<file path="config.mk">
export PLATFORM = sky130hd
export DESIGN_NAME = fetch_stage_flat
export DESIGN_NICKNAME = d
export VERILOG_FILES = /design/src/rtl/mips_pkg.sv /design/src/rtl/fetch_stage_if.sv /design/src/rtl/ifid_reg.sv /design/src/rtl/fetch_stage.sv /design/src/flat_wrapper.sv
export SDC_FILE = /design/constraint.sdc
export NUM_CORES = 1
export LEC_CHECK = 0
export BUFFER_PORTS_ARGS = -buffer_cell sky130_fd_sc_hd__buf_2
export CORE_ASPECT_RATIO = 2
export CORE_MARGIN = 3
export CORE_UTILIZATION = 53
export DETAILED_ROUTE_END_ITERATION = 10
export PLACE_DENSITY_LB_ADDON = 0.3
export REMOVE_ABC_BUFFERS = 1
export SLEW_MARGIN = 10
export SYNTH_ARGS = -nofsm -noshare
export SYNTH_HDL_FRONTEND = slang
export SYNTH_HIERARCHICAL = 1
export SYNTH_SLANG_ARGS = --single-unit
</file>
<file path="constraint.sdc">
create_clock -name clk -period 2.92 [get_ports clk]
set_input_delay 0.73 -clock clk [delete_from_list [all_inputs] [get_ports clk]]
set_output_delay 0.73 -clock clk [all_outputs]
set_load 0.02 [all_outputs]
</file>
<file path="src/rtl/mips_pkg.sv">
`default_nettype none
// ============================================================================
// Module      : mips_pkg
// Description : Shared types and constants for the MIPS front end.
//               Contents: fetch address width, instruction width,
//               the fetch FSM state type, the default reset PC and an
//               alignment helper.
// Revision    : 1.0 - initial release
// ============================================================================
package mips_pkg;

    localparam int PC_W     = 15;    // byte-address width of instruction memory
    localparam int INSN_W   = 32;    // instruction word width
    localparam int RESET_PC = 0;     // default boot address (word aligned)

    // Fetch controller states. Encoding is explicit so that waveform values
    // stay stable across tool versions.
    typedef enum logic [1:0] {
        ST_BOOT = 2'd0,
        ST_RUN  = 2'd1,
        ST_HALT = 2'd2
    } fetch_state_t;

    // A fetch target is legal only on a 4-byte boundary.
    function automatic logic is_misaligned(input logic [1:0] lo_bits);
        return (lo_bits != 2'b00);
    endfunction

endpackage : mips_pkg
`default_nettype wire

</file>
<file path="src/rtl/fetch_stage_if.sv">
`default_nettype none
// ============================================================================
// Module      : fetch_stage_if
// Description : Bundle of every non-clock/reset signal of the fetch stage.
//               Ports (master = fetch stage side):
//                 imem_pc       out  fetch byte address
//                 imem_data     in   instruction word for imem_pc
//                 stall_i       in   hold PC and IF/ID
//                 flush_i       in   invalidate IF/ID
//                 redirect_i    in   taken branch/jump
//                 redirect_pc_i in   redirect target
//                 halt_i        in   stop fetching until reset
//                 ifid_insn     out  registered instruction
//                 ifid_pc4      out  registered PC+4
//                 ifid_valid    out  IF/ID holds a live instruction
//                 halted_o      out  fetch stage is halted
//                 fault_o       out  sticky misaligned-redirect flag
//                 fault_pc_o    out  offending redirect target
// Revision    : 1.0 - initial release
// ============================================================================
interface fetch_stage_if #(
    parameter int PC_W = mips_pkg::PC_W
);
    import mips_pkg::*;

    logic [PC_W-1:0]   imem_pc;
    logic [INSN_W-1:0] imem_data;
    logic              stall_i;
    logic              flush_i;
    logic              redirect_i;
    logic [PC_W-1:0]   redirect_pc_i;
    logic              halt_i;
    logic [INSN_W-1:0] ifid_insn;
    logic [PC_W-1:0]   ifid_pc4;
    logic              ifid_valid;
    logic              halted_o;
    logic              fault_o;
    logic [PC_W-1:0]   fault_pc_o;

    // Fetch stage side.
    modport master (
        output imem_pc,
        input  imem_data,
        input  stall_i,
        input  flush_i,
        input  redirect_i,
        input  redirect_pc_i,
        input  halt_i,
        output ifid_insn,
        output ifid_pc4,
        output ifid_valid,
        output halted_o,
        output fault_o,
        output fault_pc_o
    );

    // Memory / hazard unit / decode side.
    modport slave (
        input  imem_pc,
        output imem_data,
        output stall_i,
        output flush_i,
        output redirect_i,
        output redirect_pc_i,
        output halt_i,
        input  ifid_insn,
        input  ifid_pc4,
        input  ifid_valid,
        input  halted_o,
        input  fault_o,
        input  fault_pc_o
    );

endinterface : fetch_stage_if
`default_nettype wire

</file>
<file path="src/rtl/ifid_reg.sv">
`default_nettype none
// ============================================================================
// Module      : ifid_reg
// Description : IF/ID pipeline register with load / clear / hold control.
//               Ports:
//                 clk, rst_n     clock, synchronous active-low reset
//                 i_load         capture i_insn/i_pc4 and mark valid
//                 i_clear        drop the valid bit, payload holds
//                 i_insn, i_pc4  payload to capture
//                 o_insn, o_pc4  registered payload
//                 o_valid        registered valid bit
//               When neither control is active everything holds.
// Revision    : 1.0 - initial release
// ============================================================================
module ifid_reg
    import mips_pkg::*;
#(
    parameter int PC_W = mips_pkg::PC_W
) (
    input  wire logic              clk,
    input  wire logic              rst_n,
    input  wire logic              i_load,
    input  wire logic              i_clear,
    input  wire logic [INSN_W-1:0] i_insn,
    input  wire logic [PC_W-1:0]   i_pc4,
    output logic      [INSN_W-1:0] o_insn,
    output logic      [PC_W-1:0]   o_pc4,
    output logic                   o_valid
);

    logic [INSN_W-1:0] r_insn;
    logic [PC_W-1:0]   r_pc4;
    logic              r_valid;

    // Clear only touches the valid bit; the stale payload is harmless and
    // keeping it avoids extra enables on the wide data flops.
    always_ff @(posedge clk) begin
        if (!rst_n) begin
            r_insn  <= '0;
            r_pc4   <= '0;
            r_valid <= 1'b0;
        end else if (i_load) begin
            r_insn  <= i_insn;
            r_pc4   <= i_pc4;
            r_valid <= 1'b1;
        end else if (i_clear) begin
            r_valid <= 1'b0;
        end
    end

    assign o_insn  = r_insn;
    assign o_pc4   = r_pc4;
    assign o_valid = r_valid;

endmodule : ifid_reg
`default_nettype wire

</file>
<file path="src/rtl/fetch_stage.sv">
`default_nettype none
// ============================================================================
// Module      : fetch_stage
// Description : MIPS instruction fetch stage. Owns the program counter,
//               presents it to instruction memory, and captures the
//               returned word into the IF/ID register. Handles stall,
//               flush, redirect and halt; a misaligned redirect target is
//               recorded as a sticky fetch fault and halts the stage.
//               Ports:
//                 clk    single clock, rising edge
//                 rst_n  synchronous active-low reset
//                 bus    fetch_stage_if.master (memory, hazard, IF/ID,
//                        status signals)
// Revision    : 1.0 - initial release
// ============================================================================
module fetch_stage #(
    parameter int              PC_W     = mips_pkg::PC_W,
    parameter logic [PC_W-1:0] RESET_PC = PC_W'(mips_pkg::RESET_PC)
) (
    input  wire logic      clk,
    input  wire logic      rst_n,
    fetch_stage_if.master  bus
);
    import mips_pkg::*;

    fetch_state_t      r_state;
    fetch_state_t      w_state_next;
    logic [PC_W-1:0]   r_pc;
    logic [PC_W-1:0]   w_pc_next;
    logic [PC_W-1:0]   w_pc_plus4;
    logic              r_fault;
    logic [PC_W-1:0]   r_fault_pc;
    logic              w_fault_set;
    logic              w_ifid_load;
    logic              w_ifid_clear;
    logic [INSN_W-1:0] w_ifid_insn;
    logic [PC_W-1:0]   w_ifid_pc4;
    logic              w_ifid_valid;

    // Truncation to PC_W gives the required wrap at the top of memory.
    assign w_pc_plus4 = r_pc + PC_W'(4);

    // ------------------------------------------------------------------
    // State / PC / fault registers
    // ------------------------------------------------------------------
    always_ff @(posedge clk) begin
        if (!rst_n) begin
            r_state    <= ST_BOOT;
            r_pc       <= RESET_PC;
            r_fault    <= 1'b0;
            r_fault_pc <= '0;
        end else begin
            r_state <= w_state_next;
            r_pc    <= w_pc_next;
            if (w_fault_set) begin
                r_fault    <= 1'b1;
                r_fault_pc <= bus.redirect_pc_i;
            end
        end
    end

    // ------------------------------------------------------------------
    // Next-state, next-PC and IF/ID control, highest priority first
    // ------------------------------------------------------------------
    always_comb begin
        w_state_next = r_state;
        w_pc_next    = r_pc;
        w_fault_set  = 1'b0;
        w_ifid_load  = 1'b0;
        w_ifid_clear = 1'b0;

        case (r_state)
            ST_BOOT: begin
                // One idle cycle so memory sees a stable RESET_PC before
                // its first word is captured.
                w_state_next = ST_RUN;
            end

            ST_RUN: begin
                if (bus.halt_i) begin
                    // Halt beats a simultaneous redirect, so no fault is
                    // recorded in that case.
                    w_state_next = ST_HALT;
                    w_ifid_clear = 1'b1;
                end else if (bus.redirect_i &&
                             is_misaligned(bus.redirect_pc_i[1:0])) begin
                    w_fault_set  = 1'b1;
                    w_state_next = ST_HALT;
                    w_ifid_clear = 1'b1;
                end else if (bus.redirect_i) begin
                    // Redirect wins over stall: the word fetched this cycle
                    // is wrong-path and is squashed.
                    w_pc_next    = bus.redirect_pc_i;
                    w_ifid_clear = 1'b1;
                end else if (bus.stall_i) begin
                    w_ifid_clear = bus.flush_i;
                end else if (bus.flush_i) begin
                    w_pc_next    = w_pc_plus4;
                    w_ifid_clear = 1'b1;
                end else begin
                    w_pc_next    = w_pc_plus4;
                    w_ifid_load  = 1'b1;
                end
            end

            ST_HALT: begin
                // Only reset leaves HALT; IF/ID was already invalidated on
                // entry, so nothing changes here.
            end

            default: begin
                w_state_next = ST_BOOT;
            end
        endcase
    end

    // ------------------------------------------------------------------
    // IF/ID pipeline register
    // ------------------------------------------------------------------
    ifid_reg #(
        .PC_W (PC_W)
    ) u_ifid_reg (
        .clk     (clk),
        .rst_n   (rst_n),
        .i_load  (w_ifid_load),
        .i_clear (w_ifid_clear),
        .i_insn  (bus.imem_data),
        .i_pc4   (w_pc_plus4),
        .o_insn  (w_ifid_insn),
        .o_pc4   (w_ifid_pc4),
        .o_valid (w_ifid_valid)
    );

    // ------------------------------------------------------------------
    // Outputs: all taken straight from registers
    // ------------------------------------------------------------------
    assign bus.imem_pc    = r_pc;
    assign bus.ifid_insn  = w_ifid_insn;
    assign bus.ifid_pc4   = w_ifid_pc4;
    assign bus.ifid_valid = w_ifid_valid;
    assign bus.halted_o   = (r_state == ST_HALT);
    assign bus.fault_o    = r_fault;
    assign bus.fault_pc_o = r_fault_pc;

endmodule : fetch_stage
`default_nettype wire

</file>
<file path="src/flat_wrapper.sv">
// flat-port wrapper written by rule: the top's interface ports become plain ports
module fetch_stage_flat import mips_pkg::*;
#(
    parameter int              PC_W     = mips_pkg::PC_W,
    parameter logic [PC_W-1:0] RESET_PC = PC_W'(mips_pkg::RESET_PC)
)
  (clk, rst_n, bus_imem_pc, bus_imem_data, bus_stall_i, bus_flush_i, bus_redirect_i, bus_redirect_pc_i, bus_halt_i, bus_ifid_insn, bus_ifid_pc4, bus_ifid_valid, bus_halted_o, bus_fault_o, bus_fault_pc_o);
  fetch_stage_if #(.PC_W(PC_W)) bus_i ();
  input  wire logic clk;
  input  wire logic rst_n;
  output wire logic [$bits(bus_i.imem_pc)-1:0] bus_imem_pc;
  input wire logic [$bits(bus_i.imem_data)-1:0] bus_imem_data;
  input wire logic [$bits(bus_i.stall_i)-1:0] bus_stall_i;
  input wire logic [$bits(bus_i.flush_i)-1:0] bus_flush_i;
  input wire logic [$bits(bus_i.redirect_i)-1:0] bus_redirect_i;
  input wire logic [$bits(bus_i.redirect_pc_i)-1:0] bus_redirect_pc_i;
  input wire logic [$bits(bus_i.halt_i)-1:0] bus_halt_i;
  output wire logic [$bits(bus_i.ifid_insn)-1:0] bus_ifid_insn;
  output wire logic [$bits(bus_i.ifid_pc4)-1:0] bus_ifid_pc4;
  output wire logic [$bits(bus_i.ifid_valid)-1:0] bus_ifid_valid;
  output wire logic [$bits(bus_i.halted_o)-1:0] bus_halted_o;
  output wire logic [$bits(bus_i.fault_o)-1:0] bus_fault_o;
  output wire logic [$bits(bus_i.fault_pc_o)-1:0] bus_fault_pc_o;
  assign bus_imem_pc = bus_i.imem_pc;
  assign bus_i.imem_data = bus_imem_data;
  assign bus_i.stall_i = bus_stall_i;
  assign bus_i.flush_i = bus_flush_i;
  assign bus_i.redirect_i = bus_redirect_i;
  assign bus_i.redirect_pc_i = bus_redirect_pc_i;
  assign bus_i.halt_i = bus_halt_i;
  assign bus_ifid_insn = bus_i.ifid_insn;
  assign bus_ifid_pc4 = bus_i.ifid_pc4;
  assign bus_ifid_valid = bus_i.ifid_valid;
  assign bus_halted_o = bus_i.halted_o;
  assign bus_fault_o = bus_i.fault_o;
  assign bus_fault_pc_o = bus_i.fault_pc_o;
  fetch_stage #(.PC_W(PC_W), .RESET_PC(RESET_PC)) u_core (.clk(clk), .rst_n(rst_n), .bus(bus_i));
endmodule
</file>
**Word-level counts from Yosys, hierarchy flattened**

Cells that the tools add are included.

- Flip-flop bits (word level): 81
- Bits of input ports: 53
- Output and inout bits: 80
- Word-level logic and storage cells: 43

- $add $sub $neg: 1
- Equality and inequality tests: 4
- Mux-type cells: 22
- Bitwise operators: 3
- Reductions and logical operators: 6

Operators by type and width:

| cell | count |
|---|---|
| $mux 15 | 2 |
| $mux 1 | 17 |
| $add 15x3->15 const B | 1 |
| $pmux 2 s3 | 1 |
| $mux 2 | 2 |
| $reduce_and 4->1 | 1 |
| $reduce_bool 2->1 | 2 |
| $ne 3x2->1 const B | 1 |
| $not 1->1 | 3 |
| $eq 2x1->1 const B | 1 |
| $eq 2x2->1 const B | 1 |
| $logic_not 2->1 | 1 |
| $ne 2x1->1 const B | 1 |
| $reduce_and 2->1 | 1 |
| $logic_and 1x1->1 | 1 |

**Logic depth before layout (Yosys ltp)**

- Depth after elaboration: 8
- Mapped depth: 8
- Mapped depth without buffers: 6

**By module**

Netlist, hierarchy kept.

By module, submodules not included:

| module | instances | cells an instance | area an instance (um2) | seq. area each (um2) |
|---|---|---|---|---|
| ifid_reg | 1 | 155 | 1843.0 | 960.9 |
| fetch_stage | 1 | 225 | 1810.5 | 660.6 |

**Worst setup path before layout**

OpenSTA, ideal clock, no wires.

- Kind: input to register
- Start point: input port bus_redirect_i
- End point: register u_core.u_ifid_reg.r_insn[10] (netlist: u_core/u_ifid_reg/o_insn[10])
- Library setup time: 116 ps
- Arrival: 1998 ps
- Data required time: 2804 ps
- Setup slack: 806 ps
- Stages on the path: 8
- Buffers on the path: 5
- Cells stage by stage: buf_2 > buf_1 > nor4_1 > buf_4 > buf_12 > buf_12 > mux2i_1 > nor2b_1

- Longest elaborated chain between the ends: 4
- Elaborated cells on any way between the ends: 5
- Classes of those cells: mux: 4; reduce/logical: 1

RTL lines:

| element | RTL line | text |
|---|---|---|
| from (decl) | flat_wrapper.sv:15 | `input wire logic [$bits(bus_i.redirect_i)-1:0] bus_redirect_i;` |
| $mux 1 / $logic_and 1x1->1 (equally long branches) | fetch_stage.sv:90, fetch_stage.sv:85 |  |
| $mux 1 (*) | fetch_stage.sv:85 | `end else if (bus.redirect_i &&` |
| $mux 1 (*) | fetch_stage.sv:80 | `if (bus.halt_i) begin` |
| $mux 1 (*) | fetch_stage.sv:72 | `case (r_state)` |
| via u_core.w_ifid_load | fetch_stage.sv:34 | `logic w_ifid_load;` |
| to (signal assigned) | ifid_reg.sv:43 | `r_insn <= i_insn;` |
| to (decl) | ifid_reg.sv:31 | `logic [INSN_W-1:0] r_insn;` |

The timed path passes the listed nets; every way through them passes the cells marked *.
A chain may end at the register's enable or synchronous reset.

**Worst setup path after layout**

- Start point: input port bus_halt_i
- End point: register u_core.u_ifid_reg.r_pc4[11] (netlist: u_core/u_ifid_reg/o_pc4[11])

- Longest elaborated chain between the ends: 2

RTL lines:

| element | RTL line | text |
|---|---|---|
| from (decl) | flat_wrapper.sv:17 | `input wire logic [$bits(bus_i.halt_i)-1:0] bus_halt_i;` |
| $mux 1 | fetch_stage.sv:80 |  |
| $mux 1 | fetch_stage.sv:72 |  |
| via u_core.w_ifid_load | fetch_stage.sv:34 |  |
| to (signal assigned) | ifid_reg.sv:44 | `r_pc4 <= i_pc4;` |
| to (decl) | ifid_reg.sv:32 | `logic [PC_W-1:0] r_pc4;` |

The timed path passes the listed nets, and every way through them passes these cells.

==> results.md <==
* Internal power component at 0.001975 W
* Synthesis-to-layout area growth at 24.90%
* GRT overflow at 0
* Maximum number of pins on one net before global-route repair at 58
* Overall track demand over capacity in global routing at 21.56%
* Deepest clock path buffer count at 2
* RSZ-0062 raised after global routing: no
* Fraction of final layout cells with drive strength greater than 1 at 32.41%
* Crit path kind: in -> reg
* Number of core rows at 42
* Hold violation count in the final report at 0
* Switching share of power at 21.97%
* Total area of multi-input combinational cells at 0.001795 mm²
* Top FF cell, synth: sky130_fd_sc_hd__dfxtp_1
* DIE WIDTH at 64.71 µm
* Cell types with the largest area share after synthesis: sky130_fd_sc_hd__dfxtp_1 (44%), sky130_fd_sc_hd__mux2i_1 (13%), sky130_fd_sc_hd__nor2b_1 (8.4%)
* Number of warnings printed during yosys synthesis at 6
* Top achievable clock speed at 506.0 MHz
* Proportion of netlist area held by the largest area contributor at 44.38%
* Clock tree from TritonCTS: yes
* # Max-Cap Violations at 0
* Sequential group share of total power at 45.2%
* Starting density of the core at 54.74%
* Status: finished clean
* Mapped Area at 0.003654 mm²
* Net count, final at 553
* Ports at 133
* Number of fillers in the final layout at 574
* Portion of the clock cycle consumed by the worst path in the final layout at 67.68%
* EDFF count, synth at 0
* Number of design-rule violations left by the first detailed-router iteration at 172
* Count of unresolved DRC violations after routing at 0
* Vias in the first global route at 2918
* CTS Buf Count at 9
* Static leakage power at 1.913 nW
* Sort of element at the start of the critical path: primary input
* Cts hold-fix bufs at 0
* Number of antenna violations at the first check in global routing at 1
* Clk slew on worst S/H paths at 0.06 ns
* Net Switching at 0.0005561 W
* Layout Cell Area excl Fill at 0.004563 mm²
* DR pass1 iterations at 4
* Crit path DAT at 2.20 ns
* Number of nets with antenna violations after routing at 0
* Category of the worst setup path capture point: flop
* Detail Placement HPWL at 6113 µm
* Cell Pwr Density at 554.8 mW/mm²
* Reg2reg start: u_core/r_state[0]
* Total placed instance area at 0.004242 mm²
* Routability Congestion at 0.7991
* Min-Delay Path Class: reg -> reg
* Number of H-tree branching levels at 3
* Maximum resistive drop on vdd at 578.4 µV
* Wire length of the first global-routing pass at 13340 µm
* Wire length after detailed routing at 8442 µm
* Clock root buffer: sky130_fd_sc_hd__clkbuf_16
* Area of the placeable core at 0.006674 mm²
* Pins over their slew limit at 0
* Async set-reset flop share out of synthesis at 0%
* Required time at the worst-slack endpoint at 3.14 ns
* Max-Slew Margin vs Limit at 47.64%
* Core Util, Final at 68.37%
* Setup fix buffers added after clock tree synthesis at 0
* Share of power burned in the clock network at 47.0%
* Slew at the pin closest to its max-slew limit at 0.7806 ns
* Post-synthesis sequential area ratio at 44.38%
* Number of distinct standard cells referenced by the synthesized netlist at 53
* Drt via density at 5.231
* Launch point of the critical path: bus_halt_i
* Clock sinks at 81
* Register area at 0.001622 mm²
* Power share of the combinational group at 7.8%
* Number of instances resized during post-cts repair at 0
* Instance count of the mapped netlist at 380
* Maximum fanout along the worst path at 48
* Launch point of the worst hold path: u_core/bus.fault_pc_o[2]
* Clock period minus worst slack at 1.976 ns
* Cell type contributing the most total cell area after synthesis: sky130_fd_sc_hd__dfxtp_1
* Synthesized flop and latch total at 81
* Source-to-sink clock delay at the later pin of the worst-skew pair at 0.33 ns
* Final setup violation count at 0
* Worst R2R Setup Slack at 1.06 ns
* DIE HEIGHT at 123.4 µm
* Hold WS at 0.4527 ns
* Routed length per placed instance at 14.26 µm
* Average footprint of a synthesized cell at 9.614 µm²
* Max Clock Skew at 0.005611 ns
* Count of vias placed by the detailed router at 3097
* Count of buffers inserted at the top-level ports at 132
* Area of the die at 0.007986 mm²
through the flow:
step                      instances  setup TNS, ns  setup WS [ns]  power (W)
final                           592              0         0.9438   0.002532
after global routing            592              0         0.8602   0.002631
after CTS                       591              0         0.9646   0.002567
after global placement          576              0         0.6541   0.001359
after detailed placement        576              0         0.6140   0.001364
after floorplan                 352        -254.44         -5.303   0.001271
synthesized netlist by cell type, types with 3 or more instances:
| library cell | instances |
|---|---|
| sky130_fd_sc_hd__clkbuf_1 | 5 |
| sky130_fd_sc_hd__and3_1 | 5 |
| sky130_fd_sc_hd__nand3_1 | 7 |
| sky130_fd_sc_hd__nor2b_1 | 49 |
| sky130_fd_sc_hd__a31oi_1 | 6 |
| sky130_fd_sc_hd__nor4_1 | 3 |
| sky130_fd_sc_hd__dfxtp_1 | 81 |
| sky130_fd_sc_hd__o21a_1 | 5 |
| sky130_fd_sc_hd__buf_12 | 3 |
| sky130_fd_sc_hd__mux2i_1 | 49 |
| sky130_fd_sc_hd__xor2_1 | 4 |
| sky130_fd_sc_hd__xnor2_1 | 6 |
| sky130_fd_sc_hd__buf_6 | 3 |
| sky130_fd_sc_hd__a21oi_1 | 25 |
| sky130_fd_sc_hd__nand4_1 | 3 |
| sky130_fd_sc_hd__buf_2 | 5 |
| sky130_fd_sc_hd__o21ai_0 | 8 |
| sky130_fd_sc_hd__nand2_1 | 50 |
| sky130_fd_sc_hd__nor2_1 | 11 |
| sky130_fd_sc_hd__buf_4 | 7 |
flip-flops by register name, summed over array words and instances (netlist names):
register and cells:
u_core/bus.fault_o 1, u_core/u_ifid_reg/o_insn 32, u_core/r_state 2, u_core/u_ifid_reg/o_pc4 15, u_core/bus.imem_pc 15, u_core/bus.fault_pc_o 15
u_core/u_ifid_reg/o_valid 1
area by class of cell:
type	instances	share of cell area [%]
multi-input combinational	268	39.35
sequential	81	35.54
timing repair buffer	136	15.41
clock buffer	10	5.237
tap	88	2.413
clock inverter	5	1.755
inverter	3	0.2468
antenna	1	0.05484
logic make-up after synthesis:
kind of cell / count (synthesis) / synth area share [%]
AOI/OAI and AO/OA: 61 / 10.21
xor gates and xnor gates: 11 / 2.842
adders and majority gates: 1 / 0.3424
buffers and inverters: 31 / 6.644
DFF: 81 / 44.38
muxes: 49 / 13.42
and+or+nand+nor: 146 / 22.16
worst max-delay path, stage by stage:
cell and delay [ns]:
sky130_fd_sc_hd__buf_2 0.13, sky130_fd_sc_hd__or3b_4 0.40, sky130_fd_sc_hd__nor4_2 0.25, sky130_fd_sc_hd__buf_12 0.33, sky130_fd_sc_hd__mux2i_1 0.24, sky130_fd_sc_hd__nor2b_1 0.06
final timing paths:
path	endpoint	cells after the start
max	u_core/u_ifid_reg/o_pc4[11]	6
min	u_core/bus.fault_pc_o[2]	2
max reg2reg	u_core/u_ifid_reg/o_pc4[11]	5
min reg2reg	u_core/bus.fault_pc_o[2]	2
placed cells by master, fill, tap and decap left out, types with 3 or more instances in the layout:
cell	n
sky130_fd_sc_hd__buf_2	132
sky130_fd_sc_hd__dfxtp_1	81
sky130_fd_sc_hd__nand2_1	50
sky130_fd_sc_hd__nor2b_1	49
sky130_fd_sc_hd__mux2i_1	49
sky130_fd_sc_hd__a21oi_1	25
sky130_fd_sc_hd__nor2_1	11
sky130_fd_sc_hd__clkbuf_16	9
sky130_fd_sc_hd__o21ai_0	8
sky130_fd_sc_hd__nand3_1	7
sky130_fd_sc_hd__xnor2_1	6
sky130_fd_sc_hd__a31oi_1	6
sky130_fd_sc_hd__and3_1	5
sky130_fd_sc_hd__o21a_1	5
sky130_fd_sc_hd__xor2_1	4
sky130_fd_sc_hd__nand4_1	3
sky130_fd_sc_hd__buf_4	3
routing by layer:
metal	vias to the layer above	routed length [µm]	global-route usage (%)
met5	-	0	0
met4	0	283	11.52
met3	14	502	5.545
met2	116	4466	37.01
met1	1422	3190	23.99
li1	1545	-	-
power groups by stage:
| stage | clock network (W) | registers, W | logic, W |
|---|---|---|---|
| after floorplan | 0 | 0.00119 | 0.0000857 |
| after global placement | 0 | 0.00117 | 0.000192 |
| after detailed placement | 0 | 0.00117 | 0.000196 |
| after CTS | 0.00123 | 0.00114 | 0.000197 |
| after global routing | 0.00127 | 0.00115 | 0.000214 |
| final | 0.00119 | 0.00114 | 0.000196 |
Power figures use the tool's default switching activity.
